<file path="src/rtl/uart_pkg.sv">
// -----------------------------------------------------------------------------
// uart_pkg
// Shared definitions for the UART transmitter: frame state encoding, data
// width and the default bit period (50 MHz clock, 115200 baud).
// -----------------------------------------------------------------------------
package uart_pkg;

    localparam int DATA_BITS            = 8;
    localparam int CLKS_PER_BIT_DEFAULT = 434;

    typedef enum logic [2:0] {
        IDLE,
        START,
        DATA,
        PARITY,
        STOP
    } uart_state_e;

endpackage

</file>
<file path="src/rtl/uart_baud_gen.sv">
// -----------------------------------------------------------------------------
// uart_baud_gen
// Bit-period timer. Counts 0..CLKS_PER_BIT-1 and raises tick during the last
// cycle of each bit, then wraps to 0 so the next bit starts with a fresh count.
//
// Ports
//   clk   : clock, rising edge
//   rst   : synchronous active-high reset, clears the counter
//   clear : hold the counter at 0 (used while the transmitter is idle)
//   tick  : high in the final cycle of the current bit period
// -----------------------------------------------------------------------------
module uart_baud_gen
    import uart_pkg::*;
#(
    parameter int CLKS_PER_BIT = CLKS_PER_BIT_DEFAULT
) (
    input  logic clk,
    input  logic rst,
    input  logic clear,
    output logic tick
);

    localparam int              CNT_W   = $clog2(CLKS_PER_BIT);
    localparam logic [CNT_W-1:0] CNT_MAX = CNT_W'(CLKS_PER_BIT - 1);

    logic [CNT_W-1:0] cnt_q;
    logic [CNT_W-1:0] cnt_d;

    assign tick = (cnt_q == CNT_MAX);

    // Every state change of the transmitter happens either out of IDLE
    // (counter held at 0 by clear) or on tick (counter wraps to 0), so the
    // count always restarts at 0 on entry to a new bit.
    always_comb begin
        if (clear || tick) begin
            cnt_d = '0;
        end else begin
            cnt_d = cnt_q + 1'b1;
        end
    end

    always_ff @(posedge clk) begin
        if (rst) begin
            cnt_q <= '0;
        end else begin
            cnt_q <= cnt_d;
        end
    end

endmodule

</file>
<file path="src/rtl/uart_tx_core.sv">
// -----------------------------------------------------------------------------
// uart_tx_core
// 8N1 UART transmitter with optional even parity. A byte is accepted on any
// rising edge where the core is idle and uart_wr_i is high; the frame is
// start(0), 8 data bits LSB first, optional parity, stop(1). All outputs are
// registered and reflect the state entered on the same edge.
//
// Ports
//   clk        : clock, rising edge
//   rst        : synchronous active-high reset, aborts any frame
//   uart_dat_i : byte to send, sampled only on acceptance
//   uart_wr_i  : write request, level sensitive, ignored while busy
//   uart_busy  : high for the whole frame, low in every idle cycle
//   uart_tx    : serial line, idles high
//   tx_done    : one-cycle pulse in the first idle cycle after a frame
// -----------------------------------------------------------------------------
module uart_tx_core
    import uart_pkg::*;
#(
    parameter int CLKS_PER_BIT = CLKS_PER_BIT_DEFAULT,
    parameter bit PARITY_EN    = 1'b0
) (
    input  logic       clk,
    input  logic       rst,
    input  logic [7:0] uart_dat_i,
    input  logic       uart_wr_i,
    output logic       uart_busy,
    output logic       uart_tx,
    output logic       tx_done
);

    localparam int               IDX_W    = $clog2(DATA_BITS);
    localparam logic [IDX_W-1:0] IDX_LAST = IDX_W'(DATA_BITS - 1);

    uart_state_e          state_q,  state_d;
    logic [DATA_BITS-1:0] shift_q,  shift_d;
    logic [IDX_W-1:0]     idx_q,    idx_d;
    logic                 parity_q, parity_d;
    logic                 tx_q,     tx_d;
    logic                 busy_q,   busy_d;
    logic                 done_q,   done_d;

    logic tick;
    logic baud_clear;

    assign baud_clear = (state_q == IDLE);

    uart_baud_gen #(
        .CLKS_PER_BIT (CLKS_PER_BIT)
    ) u_baud_gen (
        .clk   (clk),
        .rst   (rst),
        .clear (baud_clear),
        .tick  (tick)
    );

    // Next-state logic. tx_d is the line level for the state being entered,
    // so the registered line changes on the same edge as the state.
    always_comb begin
        state_d  = state_q;
        shift_d  = shift_q;
        idx_d    = idx_q;
        parity_d = parity_q;
        tx_d     = tx_q;
        busy_d   = busy_q;
        done_d   = 1'b0;

        case (state_q)
            IDLE: begin
                tx_d   = 1'b1;
                busy_d = 1'b0;
                if (uart_wr_i) begin
                    state_d  = START;
                    shift_d  = uart_dat_i;
                    parity_d = ^uart_dat_i;
                    idx_d    = '0;
                    tx_d     = 1'b0;
                    busy_d   = 1'b1;
                end
            end
            START: begin
                if (tick) begin
                    state_d = DATA;
                    tx_d    = shift_q[0];
                end
            end
            DATA: begin
                if (tick) begin
                    if (idx_q == IDX_LAST) begin
                        idx_d = '0;
                        if (PARITY_EN) begin
                            state_d = PARITY;
                            tx_d    = parity_q;
                        end else begin
                            state_d = STOP;
                            tx_d    = 1'b1;
                        end
                    end else begin
                        // Bit 0 of the shift register is always the bit on
                        // the line; bit 1 is the one about to be sent.
                        idx_d   = idx_q + 1'b1;
                        shift_d = {1'b0, shift_q[DATA_BITS-1:1]};
                        tx_d    = shift_q[1];
                    end
                end
            end
            PARITY: begin
                if (tick) begin
                    state_d = STOP;
                    tx_d    = 1'b1;
                end
            end
            STOP: begin
                if (tick) begin
                    state_d = IDLE;
                    tx_d    = 1'b1;
                    busy_d  = 1'b0;
                    done_d  = 1'b1;
                end
            end
            default: begin
                state_d = IDLE;
                tx_d    = 1'b1;
                busy_d  = 1'b0;
            end
        endcase
    end

    always_ff @(posedge clk) begin
        if (rst) begin
            state_q  <= IDLE;
            shift_q  <= '0;
            idx_q    <= '0;
            parity_q <= 1'b0;
            tx_q     <= 1'b1;
            busy_q   <= 1'b0;
            done_q   <= 1'b0;
        end else begin
            state_q  <= state_d;
            shift_q  <= shift_d;
            idx_q    <= idx_d;
            parity_q <= parity_d;
            tx_q     <= tx_d;
            busy_q   <= busy_d;
            done_q   <= done_d;
        end
    end

    assign uart_tx   = tx_q;
    assign uart_busy = busy_q;
    assign tx_done   = done_q;

endmodule
</file>
<file path="config.mk">
export PLATFORM = sky130hd
export DESIGN_NAME = uart_tx_core
export DESIGN_NICKNAME = d
export VERILOG_FILES = /design/src/rtl/uart_pkg.sv /design/src/rtl/uart_baud_gen.sv /design/src/rtl/uart_tx_core.sv
export SDC_FILE = /design/constraint.sdc
export NUM_CORES = 1
export LEC_CHECK = 0
export CORE_UTILIZATION = 49
export DETAILED_ROUTE_END_ITERATION = 8
export PLACE_DENSITY_LB_ADDON = 0.3
export SLEW_MARGIN = 0
export SYNTH_ARGS = -nofsm -noshare
export SYNTH_HDL_FRONTEND = slang
export SYNTH_SLANG_ARGS = --single-unit
</file>
<file path="constraint.sdc">
create_clock -name clk -period 1.6 [get_ports clk]
set_input_delay 0.32 -clock clk [delete_from_list [all_inputs] [get_ports clk]]
set_output_delay 0.32 -clock clk [all_outputs]
set_load 0.02 [all_outputs]
</file>
## Word-level counts from Yosys, hierarchy flattened

Index checks and enable logic that the tools add are counted.

- Register bits: 26
- Input port bits: 11
- Word-level logic and storage cells: 62

- $add $sub $neg: 2
- Equal/unequal tests: 14
- Mux-type cells: 25
- Bitwise logic cells: 2
- Reductions and logical operators: 12

Operator list:

| cell | count |
|---|---|
| $mux 3 | 9 |
| $mux 8 | 3 |
| $pmux 8 s2 | 1 |
| $pmux 3 s5 | 1 |
| $ne 2x1->1 const B | 5 |
| $add 9x1->9 const B | 1 |
| $eq 9x9->1 const B | 1 |
| $mux 1 | 8 |
| $eq 3x2->1 const B | 2 |
| $eq 3x3->1 const B | 2 |
| $ne 2x2->1 const B | 3 |
| $pmux 3 s2 | 1 |
| $reduce_and 3->1 | 2 |
| $reduce_and 6->1 | 1 |
| $reduce_or 2->1 | 3 |
| $pmux 1 s4 | 1 |
| $reduce_and 4->1 | 1 |
| $add 3x1->3 const B | 1 |
| $eq 3x1->1 const B | 1 |
| $logic_not 3->1 | 1 |
| $pmux 1 s3 | 1 |
| $reduce_or 3->1 | 1 |
| $not 1->1 | 2 |
| $reduce_and 2->1 | 1 |
| other kinds (2) | 2 |

## Depth between registers and ports, before layout

- Depth after elaboration: 4
- Depth in mapped cells: 7
- Depth with buffers taken out: 6

## Cells and area by module

Synthesis repeated with hierarchy kept, for this count alone.

- Cell total of the unflattened synthesis: 150
- Area, all modules: 1421.4 µm²

Modules (own cells, without submodules):

| module | times used | cells each | area each (µm²) | sequential area each (µm²) |
|---|---|---|---|---|
| uart_tx_core | 1 | 101 | 974.7 | 340.3 |
| uart_baud_gen | 1 | 49 | 446.7 | 180.2 |

## Worst setup path after synthesis

Ideal clock, no wire load.

- Kind: reg2reg
- Start point: register u_baud_gen.cnt_q[1]
- End point: register tx_q, in the netlist uart_tx
- Arrival: 1551 ps
- Data required time: 1475 ps
- Slack: -76 ps
- Cell stages (with the launch flop): 7
- Buffers on the path: 0
- Clock period less this slack: 1676 ps
- Path through: dfxtp_1 -> inv_1 -> ha_1 -> and4bb_2 -> and2_0 -> or4_1 -> o41a_1

- Longest elaborated chain between the ends: 3
- Elaborated cells on any way between the ends: 5
- Those cells by class: eq/ne (4); reduce/logical (1)

RTL lines:

| element | RTL line | RTL |
|---|---|---|
| start, declared | uart_baud_gen.sv:26 | `logic [CNT_W-1:0] cnt_q;` |
| start signal, assigned | uart_baud_gen.sv:46 | `cnt_q <= cnt_d;` |
| $eq 9x9->1 (*) | uart_baud_gen.sv:29 | `assign tick = (cnt_q == CNT_MAX);` |
| $ne 2x1->1 (no line) | - |  |
| $reduce_and 3->1 (no line) (*) | - |  |
| end signal, assigned | uart_tx_core.sv:143 | `tx_q <= tx_d;` |
| end, declared | uart_tx_core.sv:39 | `logic tx_q, tx_d;` |

Mark *: on every way between the ends. The rest lies on a longest branch, timed or not.
A chain may end at the register's enable or synchronous reset.

## Worst setup path in the final report

- Start point: register u_baud_gen.cnt_q[1]
- End point: register state_q[2]

- Longest elaborated chain between the ends: 3
- Elaborated cells on any way between the ends: 6
- Those cells by class: eq/ne (5); reduce/logical (1)

RTL lines:

| element | RTL line | RTL |
|---|---|---|
| $eq 9x9->1 (*) | uart_baud_gen.sv:29 |  |
| $ne 2x1->1 (no line) | - |  |
| $reduce_and 6->1 (no line) (*) | - |  |
| end signal, assigned | uart_tx_core.sv:139 | `state_q <= state_d;` |
| end, declared | uart_tx_core.sv:35 | `uart_state_e state_q, state_d;` |

Marks and branches as above.

==> impl_metrics.xml <==
<?xml version="1.0" encoding="UTF-8"?>
<metrics>
  <group name="worst_setup_path">
    <metric name="required_time_reported_for_the_critical_path_endpoint" unit="ns">1.87</metric>
    <metric name="critical_path.max_stage_delay" unit="ns">0.48</metric>
    <metric name="cp-end-kind" unit="">flip-flop</metric>
    <metric name="timing.rr.end" unit="">state_q[2]$_SDFFE_PP0P_</metric>
    <metric name="crit_chain" unit="">inv_2 &gt; ha_4 &gt; and4bb_2 &gt; buf_4 &gt; nand2_4 &gt; or4b_4 &gt; a21oi_2</metric>
    <metric name="worst_setup_path_start_kind" unit="">flip-flop</metric>
    <metric name="setup.reg_to_reg.worst_slack" unit="ns">-0.03</metric>
    <metric name="cp.arrival" unit="ns">1.90</metric>
    <metric name="worst-setup-path-type" unit="">flip-flop to flip-flop</metric>
    <metric name="worst_path_max_delay_cell" unit="">sky130_fd_sc_hd__or4b_4</metric>
    <metric name="r2r_start" unit="">u_baud_gen.cnt_q[1]$_SDFF_PP0_</metric>
    <metric name="rr_worst_depth" unit="">7</metric>
    <metric name="crit_fanout" unit="">5</metric>
  </group>
  <group name="synth">
    <metric name="synthesis.area" unit="sq um">1310</metric>
    <metric name="yosys_warns" unit="">0</metric>
    <metric name="synth_seq_cells" unit="">26</metric>
    <metric name="synth_async_sr_flop_share" unit="%">0</metric>
    <metric name="synth_edf_count" unit="">0</metric>
    <metric name="post-synth-top-area-cell" unit="">sky130_fd_sc_hd__dfxtp_1</metric>
    <metric name="synth_area_per_cell" unit="sq um">9.26</metric>
    <metric name="area_fraction_of_the_dominant_cell_type_after_synthesis" unit="%">39.8</metric>
    <metric name="ys_top_cells_by_area" unit="">sky130_fd_sc_hd__dfxtp_1 40%, sky130_fd_sc_hd__mux2i_1 5.4%, sky130_fd_sc_hd__nor2_1 4.9%, sky130_fd_sc_hd__a311oi_1 4.7%, sky130_fd_sc_hd__a21oi_1 4.6%</metric>
    <metric name="synthesis.nets" unit="">156</metric>
    <metric name="synthFlopType" unit="">sky130_fd_sc_hd__dfxtp_1</metric>
    <metric name="postSynthCellCount" unit="">141</metric>
    <metric name="ys_seq_area_share" unit="%">39.8</metric>
    <metric name="ys_types" unit="">40</metric>
  </group>
  <group name="power">
    <metric name="power.share.clock" unit="%">27.5</metric>
    <metric name="power.sequential.fraction" unit="%">55.7</metric>
    <metric name="vdd_ir_drop_max" unit="mV">0.440</metric>
    <metric name="cell_internal_pwr" unit="W">0.000931</metric>
    <metric name="p_comb_share" unit="%">16.9</metric>
    <metric name="power.share.switching" unit="%">25.4</metric>
    <metric name="power.switching" unit="W">0.000316</metric>
    <metric name="total_leakage_power" unit="nW">0.729</metric>
    <metric name="power_density" unit="nW/um^2">710</metric>
    <metric name="p_total" unit="W">0.00125</metric>
  </group>
  <group name="global_routing">
    <metric name="grt_first_pass_wirelength" unit="microns">4830</metric>
    <metric name="maximum_number_of_pins_on_one_net_before_global_route_repair" unit="">16</metric>
    <metric name="grt_util_all_layers" unit="%">23.3</metric>
    <metric name="first_global_vias" unit="">1122</metric>
    <metric name="globalRouteOverflowTotal" unit="">0</metric>
    <metric name="grt_antenna_before_repair" unit="">0</metric>
  </group>
  <group name="sta">
    <metric name="period_minus_slack" unit="ns">1.63</metric>
    <metric name="layout_worst_path_cycle_share" unit="%">102</metric>
    <metric name="layout_setup_ws" unit="ns">-0.0324</metric>
    <metric name="finClkSkew" unit="ns">0.00451</metric>
    <metric name="timing.max_slew.rel_slack" unit="%">72.3</metric>
    <metric name="worst_slew_pin_slew" unit="ns">0.416</metric>
    <metric name="fmax" unit="MHz">613</metric>
    <metric name="grt_setup_unrepaired" unit="">yes</metric>
    <metric name="setup_viol" unit="">2</metric>
    <metric name="timing_max_transition_violations_final" unit="">0</metric>
    <metric name="final-hold-violation-count" unit="">0</metric>
  </group>
  <group name="clocking">
    <metric name="cts_tree" unit="">yes</metric>
    <metric name="clock_pin_slew_on_the_worst_setup_and_hold_paths" unit="ns">0.15</metric>
    <metric name="cts_htree_levels" unit="">1</metric>
    <metric name="clkSinkCount" unit="">26</metric>
    <metric name="num_cts_buffers" unit="">3</metric>
    <metric name="clock_insertion_delay_worst_skew" unit="ns">0.32</metric>
    <metric name="clockRootBuffer" unit="">sky130_fd_sc_hd__clkbuf_4</metric>
    <metric name="ctsLongestPathBuffers" unit="">2</metric>
  </group>
  <group name="die">
    <metric name="initial_core_util" unit="%">52.3</metric>
    <metric name="io_pins" unit="">14</metric>
    <metric name="area_of_the_die" unit="sq um">2880</metric>
    <metric name="die_x" unit="microns">53.6</metric>
    <metric name="placement_rows" unit="">18</metric>
    <metric name="design.core.area" unit="sq um">2500</metric>
    <metric name="floorplan.die.height" unit="microns">53.6</metric>
  </group>
  <group name="cells_and_area">
    <metric name="fin_nets" unit="">191</metric>
    <metric name="final_layout_size_suffix_gt1_share" unit="%">28.6</metric>
    <metric name="seq_area" unit="sq um">524</metric>
    <metric name="fillers" unit="">205</metric>
    <metric name="antenna-diode-count" unit="">0</metric>
    <metric name="multiInputGateArea" unit="sq um">791</metric>
    <metric name="syn_to_final_growth" unit="%">34.4</metric>
    <metric name="final_cells" unit="">205</metric>
  </group>
  <group name="routing">
    <metric name="drtIter0Drc" unit="">21</metric>
    <metric name="wl_per_cell" unit="microns">15.1</metric>
    <metric name="drt_pre_antenna_iters" unit="">4</metric>
    <metric name="drcViolationCount" unit="">0</metric>
    <metric name="avgViaCountPerCell" unit="">5.91</metric>
    <metric name="antenna_left" unit="">0</metric>
    <metric name="detail_route.wirelength" unit="microns">3100</metric>
    <metric name="detailroute.via_count" unit="">1211</metric>
  </group>
  <group name="worst_hold_path">
    <metric name="holdPathEnd" unit="">idx_q[1]$_SDFFE_PP0P_</metric>
    <metric name="min_path_cells" unit="">2</metric>
    <metric name="worst_hold_path_type" unit="">flip-flop to flip-flop</metric>
    <metric name="hold_start" unit="">idx_q[1]$_SDFFE_PP0P_</metric>
  </group>
  <group name="place">
    <metric name="place_inst" unit="">196</metric>
    <metric name="port_buffers" unit="">13</metric>
    <metric name="finalWeightedCongestion" unit="">0.760</metric>
    <metric name="dp.final_hpwl" unit="microns">2080</metric>
  </group>
  <group name="outcome">
    <metric name="failed_checks" unit="">setup timing</metric>
    <metric name="status" unit="">finished with violations</metric>
  </group>
  <group name="flow_run">
    <metric name="timing.max_cap.violations" unit="">0</metric>
  </group>
</metrics>
## registers in the layout (all words and copies together) (netlist names)
signal,flops
idx_q,3
shift_q,8
state_q,3
tx_done,1
u_baud_gen.cnt_q,9
uart_busy,1
uart_tx,1
## cells by family (layout without fill, tap and decap cells)
kind of cell	after synthesis	count (layout)	synth area share [%]
AND/OR/NAND/NOR	47	47	20.1
buffers and inverters	13	46	5.17
flip-flops	26	26	39.8
adder cells (fa/ha/maj)	4	4	3.83
XOR/XNOR	8	8	5.36
AO/OA/AOI/OAI	36	37	20.3
multiplexers	7	7	5.36
## worst max-delay path by stage
stage | to | start | cells after the start | slack [ns]
6_report | state_q[2]$_SDFFE_PP0P_ | u_baud_gen.cnt_q[1]$_SDFF_PP0_ | 7 | -0.03
5_1_grt | shift_q[3]$_SDFFE_PP0P_ | state_q[0]$_SDFFE_PP0P_ | 6 | -0.08
4_1_cts | uart_tx$_SDFFE_PP1P_ | u_baud_gen.cnt_q[1]$_SDFF_PP0_ | 6 | -0.05
3_5_place_dp | shift_q[2]$_SDFFE_PP0P_ | uart_wr_i | 5 | -0.36
3_3_place_gp | shift_q[7]$_SDFFE_PP0P_ | uart_wr_i | 5 | -0.30
2_1_floorplan | uart_tx$_SDFFE_PP1P_ | u_baud_gen.cnt_q[1]$_SDFF_PP0_ | 6 | 0.006
## synth_stat cells, types with 2 or more instances
master / number
sky130_fd_sc_hd__nand3_1: 5
sky130_fd_sc_hd__nand2_1: 4
sky130_fd_sc_hd__clkbuf_1: 4
sky130_fd_sc_hd__mux2i_1: 7
sky130_fd_sc_hd__o211ai_1: 4
sky130_fd_sc_hd__xor2_1: 2
sky130_fd_sc_hd__nor3_1: 3
sky130_fd_sc_hd__buf_2: 3
sky130_fd_sc_hd__nand4_1: 2
sky130_fd_sc_hd__xnor2_1: 6
sky130_fd_sc_hd__a21oi_2: 2
sky130_fd_sc_hd__buf_6: 2
sky130_fd_sc_hd__a311oi_1: 7
sky130_fd_sc_hd__nand3b_1: 2
sky130_fd_sc_hd__a21o_1: 2
sky130_fd_sc_hd__dfxtp_1: 26
sky130_fd_sc_hd__nor2_1: 17
sky130_fd_sc_hd__ha_1: 4
sky130_fd_sc_hd__inv_1: 4
sky130_fd_sc_hd__o21ai_0: 3
sky130_fd_sc_hd__nand2b_1: 2
sky130_fd_sc_hd__a21oi_1: 12
## what timing repair did
item	in CTS	in global routing
hold buffers	0	0
gates resized for setup	11	7
cloned	0	2
setup endpoints to repair	12	15
pin swaps	6	4
buffers inserted	4	0
## area by class of cell
type | instances | area share [%]
multi-input combinational | 103 | 45.0
timing repair buffer | 38 | 20.0
clock buffer | 4 | 2.07
tap | 30 | 2.14
inverter | 4 | 0.855
sequential | 26 | 29.9
## metrics by stage
step	hold slack, ns	cell area [sq um]	util, %	setup WS, ns	TNS, ns
after global placement	0.472	1580	63.3	-0.295	-2.63
final	0.505	1760	70.2	-0.0324	-0.0513
after floorplan	0.444	1310	-	0.00640	0
after CTS	0.509	1690	67.7	-0.0459	-0.0806
after detailed placement	0.488	1580	63.3	-0.357	-3.15
after global routing	0.536	1760	70.2	-0.0810	-0.448
## power groups by stage
stage               Combinational (W)  Clock (W)  Sequential (W)
global route                 0.000228   0.000368        0.000696
detailed placement           0.000176          0        0.000705
CTS                          0.000187   0.000346        0.000693
finish                       0.000210   0.000342        0.000694
global placement             0.000168          0        0.000703
floorplan                   0.0000918          0        0.000708
## layer usage
metal	global-route usage (%)	routed length, microns
met5	0	0
met4	10.5	45
met3	3.67	78
met2	39.8	1590
met1	28.6	1390
## worst max-delay path, delay by kind of cell, from the launching register on
| family | cells | cell delay, ns |
|---|---|---|
| buffers and inverters | 2 | 0.20 |
| AO/OA/AOI/OAI | 1 | 0.12 |
| adder cells (fa/ha/maj) | 1 | 0.11 |
| AND/OR/NAND/NOR | 3 | 0.78 |
| flip-flops | 1 | 0.36 |
## placed cells by master, fill, tap and decap left out, types with 2 or more instances in the layout
master	synthesis	routed
sky130_fd_sc_hd__dlygate4sd2_1	0	2
sky130_fd_sc_hd__clkdlybuf4s50_1	0	10
sky130_fd_sc_hd__nand4_1	2	2
sky130_fd_sc_hd__o211ai_1	4	4
sky130_fd_sc_hd__dfxtp_1	26	23
sky130_fd_sc_hd__nand2b_1	2	2
sky130_fd_sc_hd__a21oi_2	2	3
sky130_fd_sc_hd__nand3_1	5	5
sky130_fd_sc_hd__buf_4	0	22
sky130_fd_sc_hd__nand2_1	4	4
sky130_fd_sc_hd__dfxtp_2	0	3
sky130_fd_sc_hd__a311oi_1	7	6
sky130_fd_sc_hd__a21oi_1	12	11
sky130_fd_sc_hd__nand3b_1	2	2
sky130_fd_sc_hd__clkbuf_4	0	3
sky130_fd_sc_hd__xor2_1	2	2
sky130_fd_sc_hd__or4b_4	1	2
sky130_fd_sc_hd__mux2i_1	7	7
sky130_fd_sc_hd__o21ai_0	3	3
sky130_fd_sc_hd__nor2_1	17	17
sky130_fd_sc_hd__xnor2_1	6	6
sky130_fd_sc_hd__inv_1	4	3
sky130_fd_sc_hd__ha_1	4	2
sky130_fd_sc_hd__nor3_1	3	3
No activity file was read; power rests on OpenSTA's default activity.
